[src/rtl/shf_pkg.sv]
// Shared constants for the shifter arbiter/sequencer slice.
// Shifter classes, sequencer state encoding and the all-bits count.
package shf_pkg;

  localparam logic [1:0] SHF_ASHIFT = 2'b00;
  localparam logic [1:0] SHF_ROT    = 2'b01;
  localparam logic [1:0] SHF_CLZ    = 2'b10;
  localparam logic [1:0] SHF_CLO    = 2'b11;

  localparam logic [4:0] SHF_ALLCNT = 5'd16;

  typedef enum logic [2:0] {
    ST_IDLE   = 3'd0,
    ST_ISSUE  = 3'd1,
    ST_CAPT   = 3'd2,
    ST_RESP   = 3'd3,
    ST_ISSUE2 = 3'd4,
    ST_CAPT2  = 3'd5
  } state_t;

endpackage

[src/rtl/shf_rr_arb2.sv]
// Two-way round-robin picker, purely combinational.
// On a tie the port that did not win last time is granted.
module shf_rr_arb2 (
  input  logic req0,
  input  logic req1,
  input  logic last_id,
  output logic gnt0,
  output logic gnt1,
  output logic win_id
);

  assign gnt0   = req0 & (~req1 | last_id);
  assign gnt1   = req1 & (~req0 | ~last_id);
  assign win_id = gnt1;

endmodule

[src/rtl/shf_arb_seq.sv]
// Shares one registered-input shifter between two requesters.
// Optional normalise sequencing when SHF_NORM_EN is defined.
module shf_arb_seq
  import shf_pkg::*;
#(
  parameter int DATASIZE = 16,
  parameter int CNTW     = 5
) (
  input  logic                clk,
  input  logic                rst_n,
  input  logic                req0_vld,
  input  logic [1:0]          req0_cls,
  input  logic                req0_norm,
  input  logic [DATASIZE-1:0] req0_x,
  input  logic [DATASIZE-1:0] req0_y,
  output logic                gnt0,
  input  logic                req1_vld,
  input  logic [1:0]          req1_cls,
  input  logic                req1_norm,
  input  logic [DATASIZE-1:0] req1_x,
  input  logic [DATASIZE-1:0] req1_y,
  output logic                gnt1,
  output logic                rsp_vld,
  output logic                rsp_id,
  output logic [DATASIZE-1:0] rsp_dt,
  output logic                rsp_sv,
  output logic                rsp_sz,
  output logic [CNTW-1:0]     rsp_exp,
  output logic                busy,
  output logic                ps_shf_en,
  output logic [1:0]          ps_shf_cls,
  output logic [DATASIZE-1:0] xb_dtx,
  output logic [DATASIZE-1:0] xb_dty,
  input  logic [DATASIZE-1:0] shf_xb_dt,
  input  logic                shf_ps_sv,
  input  logic                shf_ps_sz
);

  state_t state;
  logic   last_id;
  logic   owner;
  logic   idle;
  logic   a_gnt0;
  logic   a_gnt1;
  logic   a_win;

  logic [1:0]          w_cls;
  logic [1:0]          w_pcls;
  logic [DATASIZE-1:0] w_x;
  logic [DATASIZE-1:0] w_y;

  shf_rr_arb2 u_arb (
    .req0    (req0_vld),
    .req1    (req1_vld),
    .last_id (last_id),
    .gnt0    (a_gnt0),
    .gnt1    (a_gnt1),
    .win_id  (a_win)
  );

  assign idle = (state == ST_IDLE);
  assign busy = ~idle;
  // Grants are gated by reset so none escapes while rst_n is low
  assign gnt0 = rst_n & idle & a_gnt0;
  assign gnt1 = rst_n & idle & a_gnt1;

  assign w_cls = a_win ? req1_cls : req0_cls;
  assign w_x   = a_win ? req1_x   : req0_x;
  assign w_y   = a_win ? req1_y   : req0_y;

`ifdef SHF_NORM_EN
  logic            w_norm;
  logic            l_norm;
  logic            do_pass2;
  logic [CNTW-1:0] cnt;
  logic [CNTW-1:0] l_exp;
  logic [CNTW-1:0] exp_q;

  assign w_norm = a_win ? req1_norm : req0_norm;
  // Pass 1 of a normalise counts leading sign bits
  assign w_pcls = !w_norm ? w_cls :
                  w_x[DATASIZE-1] ? SHF_CLO : SHF_CLZ;
  assign cnt      = shf_xb_dt[CNTW-1:0];
  assign do_pass2 = l_norm &&
                    (cnt != CNTW'(1)) &&
                    (cnt != CNTW'(SHF_ALLCNT));
  assign rsp_exp  = exp_q;
`else
  logic unused_norm;
  assign unused_norm = req0_norm ^ req1_norm;
  assign w_pcls      = w_cls;
  assign rsp_exp     = '0;
`endif

  always_ff @(posedge clk or negedge rst_n) begin
    if (!rst_n) begin
      state      <= ST_IDLE;
      last_id    <= 1'b1;
      owner      <= 1'b0;
      ps_shf_en  <= 1'b0;
      ps_shf_cls <= SHF_ASHIFT;
      xb_dtx     <= '0;
      xb_dty     <= '0;
      rsp_vld    <= 1'b0;
      rsp_id     <= 1'b0;
      rsp_dt     <= '0;
      rsp_sv     <= 1'b0;
      rsp_sz     <= 1'b0;
`ifdef SHF_NORM_EN
      l_norm     <= 1'b0;
      l_exp      <= '0;
      exp_q      <= '0;
`endif
    end else begin
      ps_shf_en <= 1'b0;
      rsp_vld   <= 1'b0;
      unique case (state)
        ST_IDLE: begin
          if (a_gnt0 | a_gnt1) begin
            owner      <= a_win;
            last_id    <= a_win;
            ps_shf_en  <= 1'b1;
            ps_shf_cls <= w_pcls;
            xb_dtx     <= w_x;
            xb_dty     <= w_y;
`ifdef SHF_NORM_EN
            l_norm     <= w_norm;
`endif
            state      <= ST_ISSUE;
          end
        end
        ST_ISSUE: state <= ST_CAPT;
        ST_CAPT: begin
`ifdef SHF_NORM_EN
          if (do_pass2) begin
            ps_shf_en  <= 1'b1;
            ps_shf_cls <= SHF_ASHIFT;
            xb_dty     <= DATASIZE'(cnt - CNTW'(1));
            l_exp      <= cnt - CNTW'(1);
            state      <= ST_ISSUE2;
          end else begin
            rsp_vld <= 1'b1;
            rsp_id  <= owner;
            exp_q   <= '0;
            state   <= ST_RESP;
            // Zero/sign-only or already normalised: x passes through
            if (l_norm) begin
              rsp_dt <= xb_dtx;
              rsp_sv <= 1'b0;
              rsp_sz <= (xb_dtx == '0);
            end else begin
              rsp_dt <= shf_xb_dt;
              rsp_sv <= shf_ps_sv;
              rsp_sz <= shf_ps_sz;
            end
          end
`else
          rsp_vld <= 1'b1;
          rsp_id  <= owner;
          rsp_dt  <= shf_xb_dt;
          rsp_sv  <= shf_ps_sv;
          rsp_sz  <= shf_ps_sz;
          state   <= ST_RESP;
`endif
        end
        ST_RESP: state <= ST_IDLE;
`ifdef SHF_NORM_EN
        ST_ISSUE2: state <= ST_CAPT2;
        ST_CAPT2: begin
          rsp_vld <= 1'b1;
          rsp_id  <= owner;
          rsp_dt  <= shf_xb_dt;
          rsp_sv  <= 1'b0;
          rsp_sz  <= shf_ps_sz;
          exp_q   <= l_exp;
          state   <= ST_RESP;
        end
`endif
        default: state <= ST_IDLE;
      endcase
    end
  end

endmodule

[config.mk]
export PLATFORM = sky130hd
export DESIGN_NAME = shf_arb_seq
export DESIGN_NICKNAME = d
export VERILOG_FILES = /design/src/rtl/shf_pkg.sv /design/src/rtl/shf_rr_arb2.sv /design/src/rtl/shf_arb_seq.sv
export SDC_FILE = /design/constraint.sdc
export NUM_CORES = 1
export LEC_CHECK = 0
export CORE_UTILIZATION = 41
export DETAILED_ROUTE_END_ITERATION = 8
export GPL_TIMING_DRIVEN = 0
export PLACE_DENSITY = 0.87
export SYNTH_ARGS = -nofsm -noshare
export SYNTH_HDL_FRONTEND = slang
export SYNTH_SLANG_ARGS = --single-unit
[constraint.sdc]
create_clock -name clk -period 3.1 [get_ports clk]
set_input_delay 0.62 -clock clk [delete_from_list [all_inputs] [get_ports clk]]
set_output_delay 0.62 -clock clk [all_outputs]
set_load 0.01 [all_outputs]
======== After elaboration in Yosys (flattened, before gate mapping) ========
Cells that the tools add are included.
word-level totals
  flip-flop bits (word level) ............. 60
  latch bits .............................. 0
  memory bits (writable) .................. 0
  memory bits (read-only) ................. 0
  output and inout bits ................... 63
  logic and storage cells ................. 37
  memories kept ........................... 0
operators by class
  add/sub/neg operators ................... 0
  $mul .................................... 0
  div/mod/pow operators ................... 0
  magnitude comparators ................... 0
  equality and inequality tests ........... 3
  shift-type cells ........................ 0
  muxes and demuxes ....................... 8
  bitwise operators ....................... 12
  reduce and logical (&&, ||, !) cells .... 2
operators with widths
  cell                                                    count
  2-to-1 mux 16 bit                                       2
  one-hot mux 3 bit (3 select lines)                      1
  AND 1 bit                                               5
  NOT 1 bit                                               4
  == test 3 x 1 -> 1 bit (second input constant)          1
  == test 3 x 2 -> 1 bit (second input constant)          1
  logical NOT 3 bit                                       1
  2-to-1 mux 1 bit                                        3
  2-to-1 mux 3 bit                                        1
  bitwise OR 1 bit                                        3
  2-to-1 mux 2 bit                                        1
  inequality test 2 x 1 -> 1 bit (second input constant)  1
  AND reduction 2 bit                                     1

======== Logic depth before layout (Yosys ltp) ========
Gate-level depths: netlist of the first run.
  depth in word-level cells ............... 6
  mapped depth ............................ 8
  mapped depth without buffers ............ 5

======== Hierarchy ========
From an unflattened synthesis of the first run, not the netlist that was laid out.
unflattened totals
  cell total of the unflattened synthesis .. 181
  area, all modules ....................... 2961.6 um^2
modules (own cells, without submodules)
  module       instances  cells each  area an instance (um^2)  sequential area each (um^2)
  shf_arb_seq  1          177         2935.3                   1477.7
  shf_rr_arb2  1          4           26.3                     0.0

======== Worst setup path after synthesis of the first run ========
No wires, ideal clock.
  path kind ............................... input -> output
  start ................................... input port req0_vld
  end ..................................... output port gnt1
  arrival time ............................ 1314 ps
  data required time ...................... 2480 ps
  path slack .............................. 1166 ps
  stages .................................. 4
  buffers on the path ..................... 2
  path through ............................ buf_6 > a21boi_4 > buf_6 > and3_1
between the ends
  longest elaborated chain between the ends .. 4
RTL lines
  what                RTL line           text
  start: declaration  shf_arb_seq.sv:11  input logic req0_vld,
  NOT 1 bit           shf_rr_arb2.sv:13  assign gnt1 = req1 & (~req0 | ~last_id);
  bitwise OR 1 bit    shf_rr_arb2.sv:13
  AND 1 bit           shf_rr_arb2.sv:13
  AND 1 bit           shf_arb_seq.sv:65  assign gnt1 = rst_n & idle & a_gnt1;
  end: declaration    shf_arb_seq.sv:22  output logic gnt1,
Every way passes these cells.

======== Worst setup path after layout of the first run ========
  start ................................... input port req1_vld
  end ..................................... output port gnt1
between the ends
  longest elaborated chain between the ends .. 2
RTL lines
  what                RTL line           text
  start: declaration  shf_arb_seq.sv:17  input logic req1_vld,
  AND 1 bit           shf_rr_arb2.sv:13
  AND 1 bit           shf_arb_seq.sv:65
Every way passes these cells.

==> reports/metrics.cfg, run 1 <==
[worst_hold_path]
worst_hold_path_type = in2async

[logic_synthesis]
muxShareOfSynthArea_pct = 8.60
synthSimpleGateAreaFrac_pct = 16.0
synth_cell_types = 23
synth_fa_ha_area_share_pct = 0.956
synth_xor_xnor_area_share_pct = 0
async_flop_share_pct = 100
synth_compound_area_share_pct = 10.5
yosys.area.top_type_share_pct = 55.4
syn_area_um2 = 2620
yosys-top-cells-area = dfrtp_1 (55%), nand2_1 (9.9%), a31oi_1 (8.4%)
synthFlopType = dfrtp_1
synth_edf_count = 0
yosys_warnings = 0
ys_seq_area_share_pct = 56.4
synthCells = 261
synth_area_leader_cell = dfrtp_1
ys_ff_latch = 59
synth_top_family_by_area = simple AND/OR/NAND/NOR gates
syn_area_per_cell_um2 = 10.0

[die]
dieWidth_um = 81.9
die_area_um2 = 6710
io-pin-count = 155
num_rows = 28
start_util_pct = 43.5
coreArea_um2 = 6030
die_y_um = 81.9

[cts]
h-tree-depth = 3
cts_tree = done
ctsHoldBuffers = 0
clock_latency_ns = 0.33
cts.sinks = 59
numCtsBuffers = 9
clk_pin_slew_ns = 0.07
clockBufferDepth = 2
root_buffer = clkbuf_8

[global_routing]
grt_max_degree = 37
grt_pass1_wl_mm = 11.1
met3_usage_pct = 7.56
use_met1_pct = 24.5
overflow = 0
use_met2_pct = 39.6
track_usage_pct = 22.5
grt_pass1_vias = 2366
busiest_layer = met2
antenna_found_initial = 0

[setup_path]
path_class = in2out
crit_path_end_kind = output port
cp_data_required_time_ns = 2.48
r2r_start = state[0]$_DFFE_PN0P_
worstSetupStartpointType = primary input
timing.rr.end = ps_shf_cls[0]$_DFFE_PN0P_
path_max_fanout = 10
r2r_slack_ns = 1.37
critical_path.endpoint = gnt1
worst-r2r-cell-count = 7
worstPathArrival_ns = 2.37
critPathLaunch = req1_vld

[timing]
fmax_ghz = 0.334
max_slew_margin_pct = 47.6
finClkSkew_ns = 0.00743
max_slew.worst_pin.slew_ns = 0.786
final_hold_viol_count = 0
rsz0062_at_grt = false
tns_ns = 0
layout_setup_ws_ns = 0.107
setup_violations = 0
finalCritPeriodShare_pct = 96.5
whs_ns = 0.367
slew_viol_final = 0
finalCriticalPeriod_ns = 2.99

[drt]
wl_per_cell_um = 14.3
ant_nets = 0
drt_iter0_drc = 64
via_per_inst = 4.90
first_pass_iters = 4
drc_errors = 0
wl_mm = 7.21
dr_total_vias = 2471

[power_and_ir_drop]
finalPower_mw = 4.15
powerDensity_nw_per_um2 = 939
p_leak_nw = 1.91
vdd_drop_max_mv = 0.582

[place]
place_inst = 487
dpl_cell_area_um2 = 4200
port_buffers = 146
hpwlAfterDp_mm = 5.49
pre_cts_slack_ns = -0.0405
gp_congestion = 0.711

[layout]
antenna_cells = 0
final_cells = 504
fin_area_um2 = 4420
drive_above_1_share_pct = 14.5
final_cell_mix = clkdlybuf4s50_1 (145), nand2_1 (69), dfrtp_1 (58)
area_growth_pct = 68.8
nets = 518
post-route-util_pct = 73.3
fill_cells = 473
layout_commonest_cell = clkdlybuf4s50_1

[status]
status = completed

[flow_run]
cap_violations = 0

-- worst min-delay path by stage --
stage	end	slack, ns	cells past startpoint
global route	rsp_dt[4]$_DFFE_PN0P_	0.41	1
detailed placement	rsp_dt[8]$_DFFE_PN0P_	0.49	1
finish	rsp_dt[5]$_DFFE_PN0P_	0.37	1
floorplan	owner$_DFFE_PN0P_	0.32	0
global placement	owner$_DFFE_PN0P_	0.48	2
CTS	rsp_dt[5]$_DFFE_PN0P_	0.39	1
-- synthesized netlist by cell type, types with 2 or more instances --
master,instances
buf_4,9
nand2_1,69
mux2_2,19
buf_2,8
nor2_1,36
buf_6,6
dfrtp_1,58
inv_1,3
a21oi_1,4
a31oi_1,35
ha_1,2
-- state kept, by name, summed over array words and instances (netlist names) --
name	count
last_id	1
xb_dtx	16
rsp_dt	16
rsp_sz	1
rsp_id	1
ps_shf_en	1
owner	1
ps_shf_cls	2
xb_dty	16
rsp_sv	1
rsp_vld	1
state	2
-- critical path: stages --
cell,delay [ns]
clkdlybuf4s50_1,0.63
a21boi_4,0.27
buf_6,0.16
and3_1,0.16
clkdlybuf4s50_1,0.53
-- final cells by class --
class                           count  area (µm²)  share of cell area (%)
Clock buffer                       14         173                    3.91
Tap cell                           75        93.8                    2.12
Timing Repair Buffer              148        1480                    33.6
Buffer                             24         179                    4.05
Inverter                            4        15.0                   0.340
Multi-Input combinational cell    178         962                    21.8
Clock inverter                      2        35.0                   0.793
Sequential cell                    59        1480                    33.4
-- routing by layer --
layer,vias to the layer above,share of wire [%]
li1,1188,-
met4,0,2.0
met5,-,0
met1,1163,38
met2,105,51
met3,15,8.7
-- kinds of logic (layout without fill, tap and decap cells) --
group	count (synthesis)	count (layout)
and+or+nand+nor	109	109
DFF	59	59
AOI/OAI and AO/OA	42	42
buffers and inverters	28	192
muxes	20	20
adders and majority gates	2	2
other	1	5
-- report_power, final --
part           leakage, nW  internal [mW]  switching (mW)
Sequential           0.672           1.17           0.205
Clock                0.107          0.437           0.286
Combinational         1.13           1.17           0.876
-- repair_timing --
item,in CTS,in global routing
setup buffers,1,0
resized for setup,0,0
endpoints found under the setup margin,1,0
Note: power is estimated with default switching activity, not from simulation.
==> run 2: changes to the inputs <==
--- a/config.mk
+++ b/config.mk
@@ -6,6 +6,7 @@
 export NUM_CORES = 1
 export LEC_CHECK = 0
 export CORE_UTILIZATION = 41
+export CTS_CLUSTER_SIZE = 8
 export DETAILED_ROUTE_END_ITERATION = 8
 export GPL_TIMING_DRIVEN = 0
 export PLACE_DENSITY = 0.87
==> results of run 2 <==
Same layout as run 1: the final DEF is identical, and so are final timing and power.
==> run 3: changes to the inputs <==
--- a/config.mk
+++ b/config.mk
@@ -5,11 +5,11 @@
 export SDC_FILE = /design/constraint.sdc
 export NUM_CORES = 1
 export LEC_CHECK = 0
+export CAP_MARGIN = 20
 export CORE_UTILIZATION = 41
-export CTS_CLUSTER_SIZE = 8
 export DETAILED_ROUTE_END_ITERATION = 8
 export GPL_TIMING_DRIVEN = 0
-export PLACE_DENSITY = 0.87
+export PLACE_DENSITY = 0.89
 export SYNTH_ARGS = -nofsm -noshare
 export SYNTH_HDL_FRONTEND = slang
 export SYNTH_SLANG_ARGS = --single-unit
==> reports/metrics.cfg, run 3 (synthesized netlist as in run 1, its figures left out) <==
[layout]
final_cell_mix = clkdlybuf4s50_1 (145), nand2_1 (69), dfrtp_1 (58)  ; unchanged
layout_commonest_cell = clkdlybuf4s50_1  ; unchanged
drive_above_1_share_pct = 14.9  ; was 14.5%
nets = 518  ; unchanged
area_growth_pct = 70.8  ; was 68.8%
antenna_cells = 0  ; unchanged
fill_cells = 456  ; was 473
reg_top3 = rsp_dt x16, xb_dtx x16, xb_dty x16  ; unchanged
post-route-util_pct = 74.2  ; was 73.3%
final_cells = 504  ; unchanged

[global_routing]
track_usage_pct = 23.0  ; was 22.5%
overflow = 0  ; unchanged
grt_max_degree = 40  ; was 37
grt_pass1_wl_mm = 11.4  ; was 11.1 mm
use_met1_pct = 25.7  ; was 24.5%
use_met2_pct = 39.4  ; was 39.6%
grt_pass1_vias = 2449  ; was 2366
met3_usage_pct = 8.33  ; was 7.56%
antenna_found_initial = 0  ; unchanged
busiest_layer = met2  ; unchanged

[setup_path]
worst-r2r-cell-count = 7  ; unchanged
crit_path_frequent_cell = clkdlybuf4s50_1  ; unchanged
worstPathArrival_ns = 2.33  ; was 2.37 ns
path_buf_inv = 3  ; unchanged
path_class = in2out  ; unchanged
r2r_slack_ns = 1.30  ; was 1.37 ns
path_cells = clkdlybuf4s50_1 > a21boi_4 > buf_6 > and3_1 > clkdlybuf4s50_1  ; unchanged
crit_family = buffers and inverters  ; unchanged
path_max_fanout = 10  ; unchanged
cp_data_required_time_ns = 2.48  ; about the same
critPathLaunch = req1_vld  ; unchanged
r2r_start = state[0]$_DFFE_PN0P_  ; unchanged
timing.rr.end = xb_dtx[15]$_DFFE_PN0P_  ; was ps_shf_cls[0]$_DFFE_PN0P_
critPathMaxStageDelay_ns = 0.61  ; was 0.63 ns
critPathSlowestCell = clkdlybuf4s50_1  ; unchanged
worstSetupStartpointType = primary input  ; unchanged
crit_path_end_kind = output port  ; unchanged

[cts]
clockBufferDepth = 2  ; unchanged
clk_pin_slew_ns = 0.07  ; about the same
root_buffer = clkbuf_8  ; unchanged
h-tree-depth = 3  ; unchanged
cts_tree = done  ; unchanged
ctsHoldBuffers = 0  ; unchanged
numCtsBuffers = 9  ; unchanged
cts_resized = 0  ; unchanged
cts.sinks = 59  ; unchanged
clock_latency_ns = 0.33  ; about the same

[place]
place_inst = 487  ; unchanged
pre_cts_slack_ns = -0.0332  ; was -0.0405 ns
hpwlAfterDp_mm = 5.61  ; was 5.49 mm
gp_congestion = 0.718  ; was 0.711
port_buffers = 146  ; unchanged

[drt]
wl_mm = 7.49  ; was 7.21 mm
first_pass_iters = 4  ; unchanged
drc_errors = 0  ; unchanged
ant_nets = 0  ; unchanged
via_per_inst = 4.90  ; unchanged
wl_per_cell_um = 14.9  ; was 14.3 µm
drt_iter0_drc = 79  ; was 64
dr_total_vias = 2471  ; unchanged

[worst_hold_path]
worst_hold_path_type = in2async  ; unchanged

[timing]
setup_violations = 0  ; unchanged
finClkSkew_ns = 0.00859  ; was 0.00743 ns
max_slew.worst_pin.slew_ns = 0.535  ; was 0.786 ns
fmax_ghz = 0.339  ; was 0.334 GHz
max_slew_margin_pct = 64.4  ; was 47.6%
rsz0062_at_grt = false  ; unchanged
finalCriticalPeriod_ns = 2.95  ; was 2.99 ns
final_hold_viol_count = 0  ; unchanged
finalCritPeriodShare_pct = 95.3  ; was 96.5%
layout_setup_ws_ns = 0.147  ; was 0.107 ns
slew_viol_final = 0  ; unchanged
tns_ns = 0  ; unchanged

[die]
dieWidth_um = 81.9  ; unchanged
die_y_um = 81.9  ; unchanged
num_rows = 28  ; unchanged
start_util_pct = 43.5  ; unchanged
io-pin-count = 155  ; unchanged
coreArea_um2 = 6030  ; unchanged
die_area_um2 = 6710  ; unchanged

[power_and_ir_drop]
p_leak_nw = 1.93  ; was 1.91 nW
powerDensity_nw_per_um2 = 971  ; was 939 nW/µm²
finalPower_mw = 4.34  ; was 4.15 mW
vdd_drop_max_mv = 0.530  ; was 0.582 mV

[status]
status = completed  ; unchanged

[flow_run]
cap_violations = 0  ; unchanged

-- run 3: what timing repair did --
action	CTS	global route
endpoints found under the setup margin	1	0
hold endpoints to repair	0	0
setup buffers	1	0
-- run 3: worst register-to-register path, delay by kind of cell, from the launching register on --
family                   cells  cell delay (ns)
AO/OA/AOI/OAI                2             0.31
flip-flops                   1             0.37
adder cells (fa/ha/maj)      1             0.15
buffers and inverters        4             0.81
-- run 3: layer usage --
layer,vias up,part of all wire [%]
met5,-,0
met4,0,2.4
met3,15,8.1
met2,103,52
met1,1165,38
li1,1188,-
-- run 3: how the worst max path moves through the flow --
| stage | to | slack [ns] | depth (start not counted) |
|---|---|---|---|
| finish | gnt1 | 0.15 | 5 |
| global route | gnt1 | 0.06 | 5 |
| CTS | gnt1 | 0.14 | 5 |
| detailed placement | gnt1 | -0.03 | 5 |
| global placement | gnt1 | -1.47 | 3 |
| floorplan | gnt1 | 1.17 | 4 |
-- run 3: final cells by class --
cell class / count / area [µm²] / share of cell area, %
Clock inverter: 4 / 95.1 / 2.13
Buffer: 24 / 179 / 4.00
Timing Repair Buffer: 148 / 1480 / 33.2
Multi-Input combinational cell: 178 / 962 / 21.5
Clock buffer: 12 / 165 / 3.69
Inverter: 4 / 15.0 / 0.336
Tap cell: 75 / 93.8 / 2.10
Sequential cell: 59 / 1480 / 33.0
-- run 3: power breakdown --
part | switching (mW) | internal (mW)
logic | 0.886 | 1.17
clock network | 0.306 | 0.599
registers | 0.208 | 1.17
total | 1.40 | 2.94
-- run 3: per-stage QoR --
stage	hold WS (ns)	area [µm²]
global placement	0.480	4190
finish	0.266	4470
CTS	0.262	4470
global route	0.284	4470
detailed placement	0.486	4200
floorplan	0.324	2630
